### src/rtl/conv_mac_array.sv
// Multi-lane signed multiply-accumulate array with a shared IDLE/ACCUM/HOLD handshake FSM.
// Optional macro CONV_MAC_SAT_EN: saturating per-lane accumulation with sticky out_sat flags.
module conv_mac_array #(
    parameter int LANES = 4,
    parameter int DW    = 8,
    parameter int AW    = 20,
    parameter int KW    = 8
) (
    input  logic                  clk,
    input  logic                  rst_n,
    input  logic [KW-1:0]         cfg_klen,
    input  logic                  clear,
    input  logic                  in_valid,
    output logic                  in_ready,
    input  logic [LANES*DW-1:0]   w_in,
    input  logic [LANES*DW-1:0]   x_in,
    output logic                  out_valid,
    input  logic                  out_ready,
    output logic [LANES*AW-1:0]   out_data,
    output logic [LANES-1:0]      out_sat,
    output logic                  busy
);

    typedef enum logic [1:0] {
        IDLE  = 2'd0,
        ACCUM = 2'd1,
        HOLD  = 2'd2
    } state_t;

    state_t                  r_state;
    state_t                  w_state_nxt;
    logic [LANES-1:0][AW-1:0] r_acc;
    logic [LANES-1:0][AW-1:0] w_prod;
    logic [LANES-1:0][AW-1:0] w_sum;
    logic [LANES-1:0]        r_sat;
    logic [LANES-1:0]        w_ovf;
    logic [KW-1:0]           r_cnt;
    logic [KW-1:0]           r_klen;
    logic [KW-1:0]           w_klen_in;
    logic                    w_accept;
    logic                    w_first;
    logic                    w_consume;

    // A zero kernel length behaves as a single-product result.
    assign w_klen_in = (cfg_klen == '0) ? KW'(1) : cfg_klen;

    for (genvar g = 0; g < LANES; g++) begin : g_lane
        logic signed [DW-1:0]   w_a;
        logic signed [DW-1:0]   w_b;
        logic signed [2*DW-1:0] w_p;

        assign w_a       = w_in[g*DW +: DW];
        assign w_b       = x_in[g*DW +: DW];
        assign w_p       = w_a * w_b;
        assign w_prod[g] = AW'(w_p);

`ifdef CONV_MAC_SAT_EN
        logic [AW:0] w_s;

        // One guard bit: overflow when the two top bits of the widened sum disagree.
        assign w_s      = {r_acc[g][AW-1], r_acc[g]} + {w_prod[g][AW-1], w_prod[g]};
        assign w_ovf[g] = w_s[AW] ^ w_s[AW-1];
        assign w_sum[g] = !w_ovf[g] ? w_s[AW-1:0]
                        : (w_s[AW] ? {1'b1, {(AW-1){1'b0}}} : {1'b0, {(AW-1){1'b1}}});
`else
        assign w_sum[g] = r_acc[g] + w_prod[g];
        assign w_ovf[g] = 1'b0;
`endif
    end

    always_ff @(posedge clk or negedge rst_n) begin
        if (!rst_n) begin
            r_state <= IDLE;
        end else begin
            r_state <= w_state_nxt;
        end
    end

    always_comb begin
        w_state_nxt = r_state;
        w_accept    = 1'b0;
        w_first     = 1'b0;
        w_consume   = 1'b0;
        case (r_state)
            IDLE: begin
                if (in_valid) begin
                    w_accept    = 1'b1;
                    w_first     = 1'b1;
                    w_state_nxt = (w_klen_in == KW'(1)) ? HOLD : ACCUM;
                end
            end
            ACCUM: begin
                if (in_valid) begin
                    w_accept = 1'b1;
                    if (r_cnt + KW'(1) == r_klen) begin
                        w_state_nxt = HOLD;
                    end
                end
            end
            HOLD: begin
                if (out_ready) begin
                    w_consume   = 1'b1;
                    w_state_nxt = IDLE;
                end
            end
            default: w_state_nxt = IDLE;
        endcase
        // Clear overrides every other event, including a beat offered in the same cycle.
        if (clear) begin
            w_state_nxt = IDLE;
            w_accept    = 1'b0;
            w_first     = 1'b0;
            w_consume   = 1'b0;
        end
    end

    always_ff @(posedge clk or negedge rst_n) begin
        if (!rst_n) begin
            r_acc  <= '0;
            r_sat  <= '0;
            r_cnt  <= '0;
            r_klen <= KW'(1);
        end else if (clear) begin
            r_acc  <= '0;
            r_sat  <= '0;
            r_cnt  <= '0;
        end else if (w_accept && w_first) begin
            r_acc  <= w_prod;
            r_sat  <= '0;
            r_cnt  <= KW'(1);
            r_klen <= w_klen_in;
        end else if (w_accept) begin
            r_acc  <= w_sum;
            r_sat  <= r_sat | w_ovf;
            r_cnt  <= r_cnt + KW'(1);
        end else if (w_consume) begin
            r_sat  <= '0;
            r_cnt  <= '0;
        end
    end

    assign in_ready  = (r_state != HOLD);
    assign out_valid = (r_state == HOLD);
    assign busy      = (r_state != IDLE);
    assign out_data  = r_acc;
    assign out_sat   = r_sat;

endmodule

### config.mk
export PLATFORM = sky130hd
export DESIGN_NAME = conv_mac_array
export DESIGN_NICKNAME = d
export VERILOG_FILES = /design/src/rtl/conv_mac_array.sv
export SDC_FILE = /design/constraint.sdc
export NUM_CORES = 1
export LEC_CHECK = 0
export ABC_CLOCK_PERIOD_IN_PS = 2750
export CORE_MARGIN = 2
export CORE_UTILIZATION = 55
export DETAILED_ROUTE_END_ITERATION = 6
export PLACE_DENSITY = 0.78
export SETUP_SLACK_MARGIN = 0.5
export SYNTH_ARGS = -nofsm -noshare
export SYNTH_HDL_FRONTEND = slang
export SYNTH_SLANG_ARGS = --single-unit
### constraint.sdc
create_clock -name clk -period 2.75 [get_ports clk]
set_clock_uncertainty 0.1 [all_clocks]
set_input_delay 0.55 -clock clk [delete_from_list [all_inputs] [get_ports clk]]
set_output_delay 0.55 -clock clk [all_outputs]
set_load 0.01 [all_outputs]
==> results_dict.tcl, run 1 <==
set metrics [dict create \
    grt_pass1_wl_um 93600 \
    reg2regPathDepth 14 \
    antenna_violating_nets_post_route 0 \
    fin_crit_ns 6.20 \
    synthFlopType "sky130_fd_sc_hd__dfrtp_1" \
    num-fill-cells 1568 \
    buffer_ports.inserted 159 \
    worst-path-stages 29 \
    num_rows 66 \
    crit_path_end_kind "flip-flop" \
    violations_in_the_final_reports "DRC, setup timing" \
    combined_global_route_utilization_of_all_metal_layers_pct 34.4 \
    io_pins 164 \
    worstSetupPathType "input port to flip-flop" \
    path_buf_inv 7 \
    mappedNetlistArea_sq_mm 0.0179 \
    dieArea_sq_mm 0.0340 \
    clkSinkCount 98 \
    finalHoldViolations 0 \
    critPathRequiredTime_ns 2.90 \
    clock_path_buffers 2 \
    clock_tree.root_cell "sky130_fd_sc_hd__clkbuf_16" \
    critPathArrivalTime_ns 6.35 \
    routed-via-count 18600 \
    initial_antenna_violation_count 0 \
    cts.hold.buffers_added 0 \
    initial_utilization_pct 55.4 \
    finalSetupViolCount 68 \
    grt_remaining_overflow 0 \
    core_outline_area_sq_mm 0.0323 \
    yosys-top-cells-area "sky130_fd_sc_hd__fa_1, sky130_fd_sc_hd__ha_1, sky130_fd_sc_hd__dfrtp_1, sky130_fd_sc_hd__inv_1, sky130_fd_sc_hd__and2_1" \
    drt-vias-per-instance 5.89 \
    run_status "finished, violations left" \
    first_global_vias 19600 \
    die_span_in_y_um 184 \
    width_of_the_chip_um 184 \
    timing_max_transition_violations_final 0 \
    mean_instance_size_in_the_synthesized_netlist_sq_um 8.63 \
    cpPeakStageDelay_ns 0.57 \
    clk_latency_ns 0.37 \
    multiInputGateArea_sq_mm 0.0170 \
    rsz0062_at_grt "true" \
    routed_wl_um 65300 \
    total_clock_buffers_created_by_cts 9 \
    fin_crit_sh_pct 225 \
    final-seq-area_sq_mm 0.00246 \
    postSynth.asyncResetShare_pct 100 \
    cp_max_fo 4 \
    ys_ff_latch 98 \
    utilization_pct 84.9 \
    final.setup.worst_slack_ns -3.45 \
    n_antenna_cell 0 \
    worst_hold_path_type "input port to async pin" \
    htreeDepth 3 \
    synth-edff-count 0 \
    synth_top_area_cell "sky130_fd_sc_hd__fa_1" \
    synth-seq-area-share_pct 13.7 \
    drt-initial-drc-count 1351 \
    wl_per_cell_um 20.7 \
    drt_pass1_iterations 7 \
    worst_path_dominant_cell_family "adder cells" \
    areaGrowthSynthToFinish_pct 53.3 \
    synth_cell_type_count 70 \
    cp_slowest_cell "sky130_fd_sc_hd__fa_1" \
    synth_largest_type_area_fraction_pct 25.1 \
    dp_hpwl_um 41000 \
    regToRegSetupSlack_ns -0.30 \
    tritoncts "done" \
    num-nets-final 3208 \
    slew_headroom_pct 53.2 \
    worst_slew_pin_slew_ns 0.701 \
    synth-warning-count 0 \
    max_cap_violation_count 0 \
    drcViolationCount 7 \
    fmax_mhz 161 \
    synth_cells 2070 \
    pin_count_of_the_biggest_net_entering_global_routing 45 \
    post_route_cells_drive_above_1_share_pct 40.1 \
    clkTransAtPathRegs_ns 0.07 \
    gpl.final_weighted_congestion 0.882 \
    cp-start-kind "input port" \
]
==> registers in the layout, summed over array words and instances (netlist names) <==
name      cells
r_state       2
r_klen        8
r_cnt         8
out_data     80
==> cell type report <==
class                      count  area share [%]
multi-input combinational   1571            61.9
timing repair buffer         660            20.8
sequential                    98            8.98
inverter                     370            5.10
tap                          442            2.02
clock buffer                  10           0.872
clock inverter                 6           0.237
==> per-stage QoR <==
stage	TNS, ns	instance area, sq um	worst slack, ns	hold slack, ns	std cells
2_1_floorplan	-133.19	19100	-3.09	0.154	2073
6_report	-155.07	27400	-3.45	0.110	3157
3_5_place_dp	-198.89	24100	-3.85	0.353	3035
3_3_place_gp	-191.63	24100	-3.68	0.353	3035
5_1_grt	-163.27	27400	-3.65	0.152	3157
4_1_cts	-144.25	26100	-3.12	0.148	3110
==> final timing paths <==
check / from / endpoint
worst max-delay path: x_in[19] / out_data[59]
worst min register to register: r_klen[0] / r_klen[0]
worst max register to register: out_data[20] / out_data[36]
max in group asynchronous: rst_n / r_state[0]
min in group clk: r_klen[0] / r_klen[0]
worst min-delay path: rst_n / r_klen[5]
==> placed cells by master (no fill, tap or decap), drive strengths merged, types with 5 or more instances in the layout <==
cell type,count
nand2,188
and2,177
o211ai,5
o31ai,5
buf,561
o21a,17
or3,9
ha,197
a22oi,8
nor2b,33
xor2,37
a21oi,103
mux2i,26
clkbuf,11
dfrtp,97
inv,371
a21boi,7
o21ai,134
a221o,7
o21bai,12
nand2b,20
xnor2,94
clkdlybuf4s50,91
or2,5
a31oi,14
nor3,18
fa,224
nand3,18
a21o,42
nor2,80
a22o,5
a211oi,17
nor4,6
and3,9
==> timing repair <==
action                     in CTS  in global routing
resized for setup             559                242
setup endpoints to repair      81                 78
pin swaps                     257                223
buffers inserted               59                 47
==> Yosys cell counts (9+ instances only) <==
| cell | count |
|---|---|
| sky130_fd_sc_hd__nor3_1 | 18 |
| sky130_fd_sc_hd__o21ai_0 | 127 |
| sky130_fd_sc_hd__a21oi_1 | 102 |
| sky130_fd_sc_hd__and3_1 | 9 |
| sky130_fd_sc_hd__mux2i_1 | 26 |
| sky130_fd_sc_hd__a211oi_1 | 15 |
| sky130_fd_sc_hd__o21bai_1 | 11 |
| sky130_fd_sc_hd__clkbuf_1 | 23 |
| sky130_fd_sc_hd__o21a_1 | 17 |
| sky130_fd_sc_hd__nand3_1 | 18 |
| sky130_fd_sc_hd__and2_1 | 177 |
| sky130_fd_sc_hd__nor2b_1 | 33 |
| sky130_fd_sc_hd__inv_1 | 369 |
| sky130_fd_sc_hd__fa_1 | 224 |
| sky130_fd_sc_hd__a21o_1 | 42 |
| sky130_fd_sc_hd__nor2_1 | 80 |
| sky130_fd_sc_hd__nand2_1 | 188 |
| sky130_fd_sc_hd__dfrtp_1 | 97 |
| sky130_fd_sc_hd__nand2b_1 | 20 |
| sky130_fd_sc_hd__ha_1 | 197 |
| sky130_fd_sc_hd__a31oi_1 | 14 |
| sky130_fd_sc_hd__xor2_1 | 37 |
| sky130_fd_sc_hd__xnor2_1 | 94 |
==> cells by family after synthesis <==
family	share of synthesized area [%]
AOI/OAI and AO/OA	14.5
DFF	13.7
other	0.0210
xor gates and xnor gates	6.42
adders and majority gates	38.9
buffers and inverters	8.57
muxes	1.71
and+or+nand+nor	16.2
==> routing by layer <==
| layer | vias up | global-route usage [%] | wire length, um |
|---|---|---|---|
| li1 | 7983 | - | - |
| met3 | 364 | 5.63 | 4700 |
| met1 | 9158 | 38.7 | 23400 |
| met2 | 1079 | 63.4 | 33100 |
| met4 | 0 | 16.1 | 4080 |
| met5 | - | 0 | 0 |
==> worst register-to-register path, cell delays in order, from the launching register on <==
cell,delay (ns)
sky130_fd_sc_hd__dfrtp_1,0.39
sky130_fd_sc_hd__ha_1,0.21
sky130_fd_sc_hd__inv_1,0.09
sky130_fd_sc_hd__fa_2,0.39
sky130_fd_sc_hd__nor2b_1,0.16
sky130_fd_sc_hd__o21ai_0,0.19
sky130_fd_sc_hd__a21boi_4,0.25
sky130_fd_sc_hd__o21bai_4,0.09
sky130_fd_sc_hd__a21oi_2,0.23
sky130_fd_sc_hd__o211ai_1,0.11
sky130_fd_sc_hd__buf_4,0.16
sky130_fd_sc_hd__buf_6,0.12
sky130_fd_sc_hd__and3b_1,0.16
sky130_fd_sc_hd__o21a_1,0.19
sky130_fd_sc_hd__o21ai_1,0.13
Power of run 1 is not shown: default switching activity piles up to over one toggle a cycle in this logic, so the estimate is an artifact.
==> run 2, diff against run 1 <==
Settings changed: CORE_UTILIZATION 55 to 28, PLACE_DENSITY 0.78 to 0.44.
==> results_dict.tcl, run 2 (synthesized netlist as in run 1, its figures left out) <==
set metrics [dict create \
    run_status "finished, violations left" \
    violations_in_the_final_reports "setup timing" \
    first_global_vias 17700 \
    drt-initial-drc-count 418 \
    worst_path_dominant_cell_family "adder cells" \
    final_common_cell "sky130_fd_sc_hd__buf_4" \
    worst_hold_path_type "input port to async pin" \
    dieArea_sq_mm 0.0659 \
    wl_per_cell_um 15.4 \
    htreeDepth 3 \
    antenna_violating_nets_post_route 0 \
    cp_slowest_cell "sky130_fd_sc_hd__fa_1" \
    path_buf_inv 10 \
    dp_hpwl_um 44300 \
    critPathRequiredTime_ns 2.92 \
    fin_crit_ns 5.87 \
    final.setup.worst_slack_ns -3.12 \
    clock_path_buffers 2 \
    core_outline_area_sq_mm 0.0631 \
    most_frequent_cells_in_the_layout "sky130_fd_sc_hd__buf_4, sky130_fd_sc_hd__inv_1, sky130_fd_sc_hd__fa_1" \
    pin_count_of_the_biggest_net_entering_global_routing 45 \
    width_of_the_chip_um 257 \
    worst_slew_pin_slew_ns 0.705 \
    clk_latency_ns 0.38 \
    multiInputGateArea_sq_mm 0.0169 \
    rsz0062_at_grt "true" \
    die_span_in_y_um 257 \
    num-fill-cells 6212 \
    setup-tns-final_ns -143.49 \
    initial_utilization_pct 28.3 \
    cp-start-kind "input port" \
    drcViolationCount 0 \
    buffer_ports.inserted 159 \
    clkTransAtPathRegs_ns 0.08 \
    cp_max_fo 4 \
    grt_remaining_overflow 0 \
    num-nets-final 3221 \
    cts.hold.buffers_added 0 \
    timing_max_transition_violations_final 0 \
    crit_path_end_kind "flip-flop" \
    timing.hold.ws_ns 0.0307 \
    finalSetupViolCount 68 \
    initial_antenna_violation_count 0 \
    gpl.final_weighted_congestion 0.821 \
    cpPeakStageDelay_ns 0.56 \
    final-seq-area_sq_mm 0.00246 \
    routed_wl_um 55200 \
    grt_pass1_wl_um 91900 \
    post_route_cells_drive_above_1_share_pct 41.4 \
    drt-vias-per-instance 4.52 \
    worstSetupPathType "input port to flip-flop" \
    combined_global_route_utilization_of_all_metal_layers_pct 17.2 \
    num_rows 92 \
    slew_headroom_pct 53.0 \
    routed-via-count 16200 \
    regToRegSetupSlack_ns -0.08 \
    drt_pass1_iterations 4 \
    tritoncts "done" \
    total_clock_buffers_created_by_cts 9 \
    clkSinkCount 98 \
    fin_crit_sh_pct 213 \
    finalHoldViolations 0 \
    io_pins 164 \
    fmax_mhz 170 \
    areaGrowthSynthToFinish_pct 57.2 \
    critPathArrivalTime_ns 6.04 \
    max_cap_violation_count 0 \
    clock_tree.root_cell "sky130_fd_sc_hd__clkbuf_16" \
    largest_register_ffs 80 \
]
==> run 2: cell types whose count changed in the layout (fill, tap and decap cells not counted), moves of 6 or more <==
cell	previous run	this run
sky130_fd_sc_hd__and2_1	104	95
sky130_fd_sc_hd__and2_4	73	82
sky130_fd_sc_hd__buf_2	26	17
sky130_fd_sc_hd__buf_6	127	142
sky130_fd_sc_hd__buf_8	7	14
sky130_fd_sc_hd__fa_1	204	210
sky130_fd_sc_hd__fa_2	20	14
sky130_fd_sc_hd__inv_1	299	291
sky130_fd_sc_hd__inv_2	68	78
sky130_fd_sc_hd__xnor2_1	63	55
sky130_fd_sc_hd__xnor2_2	20	33
==> run 2: layout make-up <==
class / instances / share of cell area [%]
antenna: 1 / 0.00891
clock buffer: 11 / 0.864
timing repair buffer: 673 / 21.1
sequential: 98 / 8.76
tap: 846 / 3.77
clock inverter: 5 / 0.218
multi-input combinational: 1571 / 60.3
inverter: 370 / 4.95
==> run 2: per-stage QoR <==
step,instance area (sq um),utilization (%),instances,setup WS [ns]
2_1_floorplan,19100,-,2073,-3.09
3_3_place_gp,24700,39.2,3456,-3.81
3_5_place_dp,24700,39.2,3456,-3.87
4_1_cts,27100,42.9,3546,-3.17
5_1_grt,28100,44.5,3574,-3.36
6_report,28100,44.5,3575,-3.12
==> run 2: worst paths after layout <==
check / endpoint / startpoint / cells past startpoint
worst max register to register: out_data[54] / out_data[40] / 13
worst max-delay path: out_data[59] / w_in[23] / 30
worst min-delay path: out_data[50] / rst_n / 1
min in group clk: r_klen[0] / r_klen[0] / 2
max in group asynchronous: r_klen[0] / rst_n / 2
worst min register to register: r_klen[0] / r_klen[0] / 2
==> run 2: routing by layer <==
layer | share of wire (%) | wire length [um] | GRT usage, % | up-vias
met2 | 51 | 27900 | 30.7 | 164
met3 | 2.3 | 1290 | 1.88 | 42
li1 | - | - | - | 8009
met4 | 1.5 | 807 | 3.94 | 0
met5 | 0 | 0 | 0 | -
met1 | 46 | 25200 | 22.3 | 7940
==> run 2: timing repair <==
| item | in CTS | in global routing |
|---|---|---|
| gates resized for setup | 639 | 224 |
| endpoints found under the setup margin | 88 | 83 |
| cloned | 0 | 0 |
| buffers inserted | 74 | 28 |
| pin swaps | 303 | 219 |
Power of run 2 is left out for the same reason.
==> run 3, diff against run 2 <==
Settings changed: CTS_CLUSTER_DIAMETER from default to 200.
==> results of run 3 <==
The final DEF is identical to that of run 2; final timing and power are the same.
Power of run 3 is left out for the same reason.
